`config.mk`:
```
export PLATFORM = sky130hd
export DESIGN_NAME = vc_fifo_flow_flat
export DESIGN_NICKNAME = d
export VERILOG_FILES = /design/src/rtl/vc_fifo_flow_pkg.sv /design/src/rtl/vc_fifo_flow_if.sv /design/src/rtl/vc_fifo_flow_fifo_mem.sv /design/src/rtl/vc_fifo_flow.sv /design/src/flat_wrapper.sv
export SDC_FILE = /design/constraint.sdc
export NUM_CORES = 1
export LEC_CHECK = 0
export BUFFER_PORTS_ARGS = -buffer_cell sky130_fd_sc_hd__clkbuf_2
export CORE_AREA = 2 2 79 100
export CTS_BUF_LIST = sky130_fd_sc_hd__clkbuf_16
export DETAILED_ROUTE_END_ITERATION = 8
export DIE_AREA = 0 0 81 102
export GPL_TIMING_DRIVEN = 0
export HOLD_SLACK_MARGIN = 0.12
export SYNTH_ARGS = -nofsm -noshare
export SYNTH_HDL_FRONTEND = slang
export SYNTH_SLANG_ARGS = --single-unit
```
`constraint.sdc`:
```
create_clock -name clk -period 2.8 [get_ports clk]
set_input_delay 0.14 -clock clk [delete_from_list [all_inputs] [get_ports clk]]
set_output_delay 0.14 -clock clk [all_outputs]
set_load 0.005 [all_outputs]
```
`src/rtl/vc_fifo_flow_pkg.sv`:
```
// vc_fifo_flow_pkg
//  Shared widths, depth, threshold field slices and reset threshold defaults
//  for the VC FIFO and its flow-control neighbours (FSM, arbiter).
package vc_fifo_flow_pkg;
  localparam int DATA_W = 6;
  localparam int ADDR_W = 3;
  localparam int CNT_W  = ADDR_W + 1;
  localparam int DEPTH  = 1 << ADDR_W;

  localparam logic [CNT_W-1:0] DEPTH_C      = CNT_W'(DEPTH);
  localparam logic [CNT_W-1:0] THR_HI_RST   = CNT_W'(DEPTH - 1);
  localparam logic [CNT_W-1:0] THR_LO_RST   = CNT_W'(1);

  // umbrales_VCFC layout: [7:4] high threshold, [3:0] low threshold.
  // Both are zero-extended to occupancy width so compares are unsigned.
  function automatic logic [CNT_W-1:0] thr_hi(input logic [7:0] u);
    return CNT_W'(u[7:4]);
  endfunction

  function automatic logic [CNT_W-1:0] thr_lo(input logic [7:0] u);
    return CNT_W'(u[3:0]);
  endfunction
endpackage

```
`src/rtl/vc_fifo_flow_if.sv`:
```
// vc_fifo_flow_if
//  Push/pop/threshold bus between the VC arbiter + flow-control FSM (master)
//  and the VC FIFO (slave).
//  master drives: push, data_in, pop, umbrales_VCFC
//  slave  drives: data_out, fifo_empty, fifo_full, almost_full, almost_empty,
//                 fifo_error, count
interface vc_fifo_flow_if;
  import vc_fifo_flow_pkg::*;

  logic              push;
  logic [DATA_W-1:0] data_in;
  logic              pop;
  logic [7:0]        umbrales_VCFC;
  logic [DATA_W-1:0] data_out;
  logic              fifo_empty;
  logic              fifo_full;
  logic              almost_full;
  logic              almost_empty;
  logic              fifo_error;
  logic [CNT_W-1:0]  count;

  modport master (
    output push, data_in, pop, umbrales_VCFC,
    input  data_out, fifo_empty, fifo_full, almost_full, almost_empty,
           fifo_error, count
  );

  modport slave (
    input  push, data_in, pop, umbrales_VCFC,
    output data_out, fifo_empty, fifo_full, almost_full, almost_empty,
           fifo_error, count
  );
endinterface

```
`src/rtl/vc_fifo_flow_fifo_mem.sv`:
```
// fifo_mem
//  DEPTH x DW register array, one write port, one registered read port with
//  read enable. The read register resets to 0 and holds when i_rd_en is low;
//  the array itself is not reset.
//  i_clk, i_rst_n        clock, async active-low reset (read register only)
//  i_wr_en/addr/data     write port
//  i_rd_en/addr          read request, data appears on o_rd_data next cycle
//  o_rd_data             registered read data
module fifo_mem #(
  parameter int DW = 6,
  parameter int AW = 3
) (
  input  logic          i_clk,
  input  logic          i_rst_n,
  input  logic          i_wr_en,
  input  logic [AW-1:0] i_wr_addr,
  input  logic [DW-1:0] i_wr_data,
  input  logic          i_rd_en,
  input  logic [AW-1:0] i_rd_addr,
  output logic [DW-1:0] o_rd_data
);
  logic [DW-1:0] r_mem [1<<AW];

  always_ff @(posedge i_clk) begin
    if (i_wr_en) r_mem[i_wr_addr] <= i_wr_data;
  end

  // Same-address read+write (full FIFO, push+pop) returns the old word.
  always_ff @(posedge i_clk or negedge i_rst_n) begin
    if (!i_rst_n)     o_rd_data <= '0;
    else if (i_rd_en) o_rd_data <= r_mem[i_rd_addr];
  end
endmodule

```
`src/rtl/vc_fifo_flow.sv`:
```
// vc_fifo_flow
//  Virtual-channel FIFO feeding the VC flow-control FSM. Buffers words from
//  the VC arbiter, reports empty/full/error and raises almost_full /
//  almost_empty against thresholds captured from umbrales_VCFC.
//  clk      single clock, posedge
//  reset_L  async active-low reset; drops all buffered data
//  bus      vc_fifo_flow_if.slave (push/pop/data/thresholds in, flags out)
module vc_fifo_flow
  import vc_fifo_flow_pkg::*;
(
  input  logic          clk,
  input  logic          reset_L,
  vc_fifo_flow_if.slave bus
);
  logic [ADDR_W-1:0] r_wr_ptr, r_rd_ptr;
  logic [CNT_W-1:0]  r_count, r_thr_hi, r_thr_lo;
  logic              r_err;

  logic w_empty, w_full, w_push_ok, w_pop_ok, w_ovf, w_udf;

  assign w_empty   = (r_count == '0);
  assign w_full    = (r_count == DEPTH_C);
  // A pop on a full FIFO frees the slot this same edge, so push still goes in.
  assign w_push_ok = bus.push && (!w_full || bus.pop);
  assign w_pop_ok  = bus.pop && !w_empty;
  assign w_ovf     = bus.push && w_full && !bus.pop;
  assign w_udf     = bus.pop && w_empty;

  fifo_mem #(.DW(DATA_W), .AW(ADDR_W)) u_mem (
    .i_clk     (clk),
    .i_rst_n   (reset_L),
    .i_wr_en   (w_push_ok),
    .i_wr_addr (r_wr_ptr),
    .i_wr_data (bus.data_in),
    .i_rd_en   (w_pop_ok),
    .i_rd_addr (r_rd_ptr),
    .o_rd_data (bus.data_out)
  );

  always_ff @(posedge clk or negedge reset_L) begin
    if (!reset_L) begin
      r_wr_ptr <= '0;
      r_rd_ptr <= '0;
      r_count  <= '0;
      r_err    <= 1'b0;
      r_thr_hi <= THR_HI_RST;
      r_thr_lo <= THR_LO_RST;
    end else begin
      if (w_push_ok) r_wr_ptr <= r_wr_ptr + ADDR_W'(1);
      if (w_pop_ok)  r_rd_ptr <= r_rd_ptr + ADDR_W'(1);
      case ({w_push_ok, w_pop_ok})
        2'b10:   r_count <= r_count + CNT_W'(1);
        2'b01:   r_count <= r_count - CNT_W'(1);
        default: r_count <= r_count;
      endcase
      if (w_ovf || w_udf) r_err <= 1'b1;
      // The FSM drives zero outside INIT/IDLE/ACTIVE; zero means "keep".
      if (bus.umbrales_VCFC != 8'h00) begin
        r_thr_hi <= thr_hi(bus.umbrales_VCFC);
        r_thr_lo <= thr_lo(bus.umbrales_VCFC);
      end
    end
  end

  // Flags decode registered state only.
  assign bus.fifo_empty   = w_empty;
  assign bus.fifo_full    = w_full;
  assign bus.almost_full  = (r_count >= r_thr_hi);
  assign bus.almost_empty = (r_count <= r_thr_lo);
  assign bus.fifo_error   = r_err;
  assign bus.count        = r_count;
endmodule

```
`src/flat_wrapper.sv`:
```
// flat-port wrapper written by rule: the top's interface ports become plain ports
module vc_fifo_flow_flat import vc_fifo_flow_pkg::*;
  (clk, reset_L, bus_push, bus_data_in, bus_pop, bus_umbrales_VCFC, bus_data_out, bus_fifo_empty, bus_fifo_full, bus_almost_full, bus_almost_empty, bus_fifo_error, bus_count);
  vc_fifo_flow_if bus_i ();
  input  logic clk;
  input  logic reset_L;
  input wire logic [$bits(bus_i.push)-1:0] bus_push;
  input wire logic [$bits(bus_i.data_in)-1:0] bus_data_in;
  input wire logic [$bits(bus_i.pop)-1:0] bus_pop;
  input wire logic [$bits(bus_i.umbrales_VCFC)-1:0] bus_umbrales_VCFC;
  output wire logic [$bits(bus_i.data_out)-1:0] bus_data_out;
  output wire logic [$bits(bus_i.fifo_empty)-1:0] bus_fifo_empty;
  output wire logic [$bits(bus_i.fifo_full)-1:0] bus_fifo_full;
  output wire logic [$bits(bus_i.almost_full)-1:0] bus_almost_full;
  output wire logic [$bits(bus_i.almost_empty)-1:0] bus_almost_empty;
  output wire logic [$bits(bus_i.fifo_error)-1:0] bus_fifo_error;
  output wire logic [$bits(bus_i.count)-1:0] bus_count;
  assign bus_i.push = bus_push;
  assign bus_i.data_in = bus_data_in;
  assign bus_i.pop = bus_pop;
  assign bus_i.umbrales_VCFC = bus_umbrales_VCFC;
  assign bus_data_out = bus_i.data_out;
  assign bus_fifo_empty = bus_i.fifo_empty;
  assign bus_fifo_full = bus_i.fifo_full;
  assign bus_almost_full = bus_i.almost_full;
  assign bus_almost_empty = bus_i.almost_empty;
  assign bus_fifo_error = bus_i.fifo_error;
  assign bus_count = bus_i.count;
  vc_fifo_flow u_core (.clk(clk), .reset_L(reset_L), .bus(bus_i));
endmodule
```
==> flow_summary.toml <==
[outcome]
status = "complete, no violations"

[floorplan]
start_util_pct = 44.4
row_count = 35
die_x_um = 81
die_h_um = 102
pin_count = 33
die_area_um2 = 8260
core_area_um2 = 7270

[layout]
layout_common_cells = "48 x edfxtp_1, 32 x clkbuf_2, 21 x dfrtp_1"
drive_above_1_share_pct = 26.6
multiInputGateArea_um2 = 1050
synthToLayoutAreaGrowth_pct = 21.6
fin_util_pct = 54.0
fin_cells = 374
seq_area_um2 = 2070
fillers = 668
final_common_cell = "edfxtp_1"
diodes = 0
nets = 308

[pwr]
peakVddDrop_mv = 0.476
power.total_w = 0.00398
p_switching_w = 0.00126
power_density_nw_per_um2 = 1010
seqPwrFrac_pct = 40.1
power_frac_clock_pct = 27.6
leakage_nw = 1.62
p_sw_share_pct = 31.6
p_int_w = 0.00273
p_comb_share_pct = 32.4

[timing]
grt_setup_unrepaired = "no"
post-route-period-util_pct = 91.7
slew_violations = 0
max_slew_margin_pct = 28.3
fmax_mhz = 389
whs_ns = 0.118
min_period_ns = 2.57
hold_viol = 0
fin_setup_tns_ns = 0
finalClockSkew_ns = 0.00660
tightestPinTransition_ns = 1.07
final-setup-viol-count = 0

[critical_path]
worstSetupEndpointType = "flip-flop"
r2r-start = "u_core.bus.count[2]"
critPathMaxFanout = 9
worstPathRequired_ns = 3.00
reg2reg_slack_ns = 0.23
crit_type = "flip-flop to flip-flop"
rr_endpoint = "u_core.bus.count[2]"
cp.arrival_ns = 2.77
reg2reg_depth = 10
start_kind = "flip-flop"

[synthesis]
yosys_warnings = 0
ys_seq_elements = 73
async_flop_share_pct = 34.2
synth_edf_count = 48
yosysSeqAreaShare_pct = 64.2
synth_ff_type = "edfxtp_1"
synth_cell_types = 34
avgSynthCellArea_um2 = 14.7
syn_inst = 220
netlist_area_um2 = 3230
syn_nets = 251

[route]
drt-pass1-iter-count = 5
via_per_inst = 5.21
routed_wl_um = 6070
drtIter0Drc = 126
postRouteAntennaNets = 0
drt-wirelength-per-cell_um = 16.2
drc = 0
dr_total_vias = 1950

[grt]
grt_antenna_before_repair = 0
grt_max_degree = 26
grtUsageTotal_pct = 16.5
first_global_vias = 1937
grt_pass1_wl_um = 9730
overflow = 0

[clocking]
clk_pin_slew_ns = 0.06
cts_max_level = 3
clockRootBuffer = "clkbuf_16"
cts_inserted_buffers = 9
cts_tree = "yes"
cts_resized = 0
cts_sinks = 73
clk_path_buf_depth = 2
clock_latency_ns = 0.33
cts_setup_buffers = 0

[place]
dp.cells = 345
io_buffers = 32
gp_congestion = 0.721
dp_hpwl_um = 4370

[hold_path]
min_to = "u_core.u_mem.r_mem[0][1]"
hold_path_depth = 1
min_from = "bus_data_in[1]"
hold_class = "input pin to flip-flop"

[job]
maxCapViolations = 0
==> cells by family after synthesis <==
logic type               after synthesis  synth area share (%)
AO/OA/AOI/OAI                         40                  9.27
XOR/XNOR                               9                  2.44
adder cells (fa/ha/maj)               13                  5.04
buffers and inverters                 14                  3.18
flip-flops                            73                  64.2
multiplexers                          27                  9.03
AND/OR/NAND/NOR                       44                  6.82
==> repair_timing <==
| action | CTS | global route |
|---|---|---|
| endpoints found under the setup margin | 0 | 0 |
| endpoints found under the hold margin | 54 | 0 |
| hold buffers | 13 | 0 |
==> per-layer routing <==
metal	part of all wire [%]	global-route usage, %	vias to the layer above
li1	-	-	944
met1	41	19.4	965
met2	55	29.1	33
met3	2.7	4.06	8
met4	1.4	5.87	0
met5	0	0	-
==> power by group through the flow <==
stage	clock [W]	combinational, W	sequential (W)
2_1_floorplan	0	0.000919	0.00157
3_3_place_gp	0	0.00127	0.00161
3_5_place_dp	0	0.00130	0.00162
4_1_cts	0.00112	0.00132	0.00160
5_1_grt	0.00116	0.00143	0.00163
6_report	0.00110	0.00129	0.00160
==> worst max-delay path by stage <==
| stage | startpoint | end | slack [ns] | depth (start not counted) |
|---|---|---|---|---|
| 5_1_grt | u_core.bus.count[2] | u_core.bus.count[2] | 0.09 | 10 |
| 3_5_place_dp | u_core.bus.count[2] | u_core.bus.count[2] | 0.23 | 10 |
| 3_3_place_gp | u_core.bus.count[2] | u_core.bus.count[2] | 0.23 | 10 |
| 2_1_floorplan | u_core.bus.count[1] | u_core.bus.count[2] | 0.44 | 11 |
| 6_report | u_core.bus.count[2] | u_core.bus.count[2] | 0.23 | 10 |
| 4_1_cts | u_core.bus.count[2] | u_core.bus.count[2] | 0.22 | 10 |
==> registers in the layout, indices dropped and copies added (netlist names) <==
register and count:
u_core.bus.count 4, u_core.r_rd_ptr 3, u_core.r_thr_hi 4, u_core.r_thr_lo 4, u_core.u_mem.o_rd_data 6, u_core.u_mem.r_mem 48, u_core.bus.fifo_error 1, u_core.r_wr_ptr 3
==> critical path, cell delays in order, from the launching register on <==
cell,delay [ns]
dfrtp_1,0.50
or3_4,0.49
o21ai_4,0.24
inv_2,0.09
ha_1,0.26
xor2_1,0.18
ha_1,0.18
a21oi_1,0.14
xor2_1,0.16
nor2_1,0.06
xor2_1,0.14
==> area by class of cell <==
type                       instances  share of cell area (%)
sequential                        73                    52.8
multi-input combinational        133                    26.8
timing repair buffer              46                    7.52
clock buffer                       9                    5.74
tap                               92                    2.93
buffer                             5                    1.75
clock inverter                     7                    1.59
inverter                           9                   0.861
==> cells in the mapped netlist, drive strengths merged, types with 4 or more instances <==
| cell | instances | area [um2] |
|---|---|---|
| edfxtp | 48 | 1440 |
| dfrtp | 21 | 526 |
| nand2 | 15 | 56.3 |
| mux2 | 14 | 161 |
| ha | 13 | 163 |
| mux2i | 13 | 130 |
| a21o | 11 | 82.6 |
| o21ai | 10 | 72.6 |
| inv | 9 | 33.8 |
| nor2 | 8 | 30.0 |
| nor3 | 7 | 35.0 |
| o22ai | 7 | 43.8 |
| a221o | 6 | 60.1 |
| nand2b | 6 | 37.5 |
| buf | 5 | 68.8 |
| xnor2 | 5 | 43.8 |
| dfstp | 4 | 105 |
| xor2 | 4 | 35.0 |
==> through the flow <==
step | worst slack (ns) | area [um2]
2_1_floorplan | 0.440 | 3230
3_3_place_gp | 0.230 | 3500
3_5_place_dp | 0.230 | 3510
4_1_cts | 0.217 | 3930
5_1_grt | 0.0894 | 3930
6_report | 0.232 | 3930
Power figures use the tool's default switching activity.
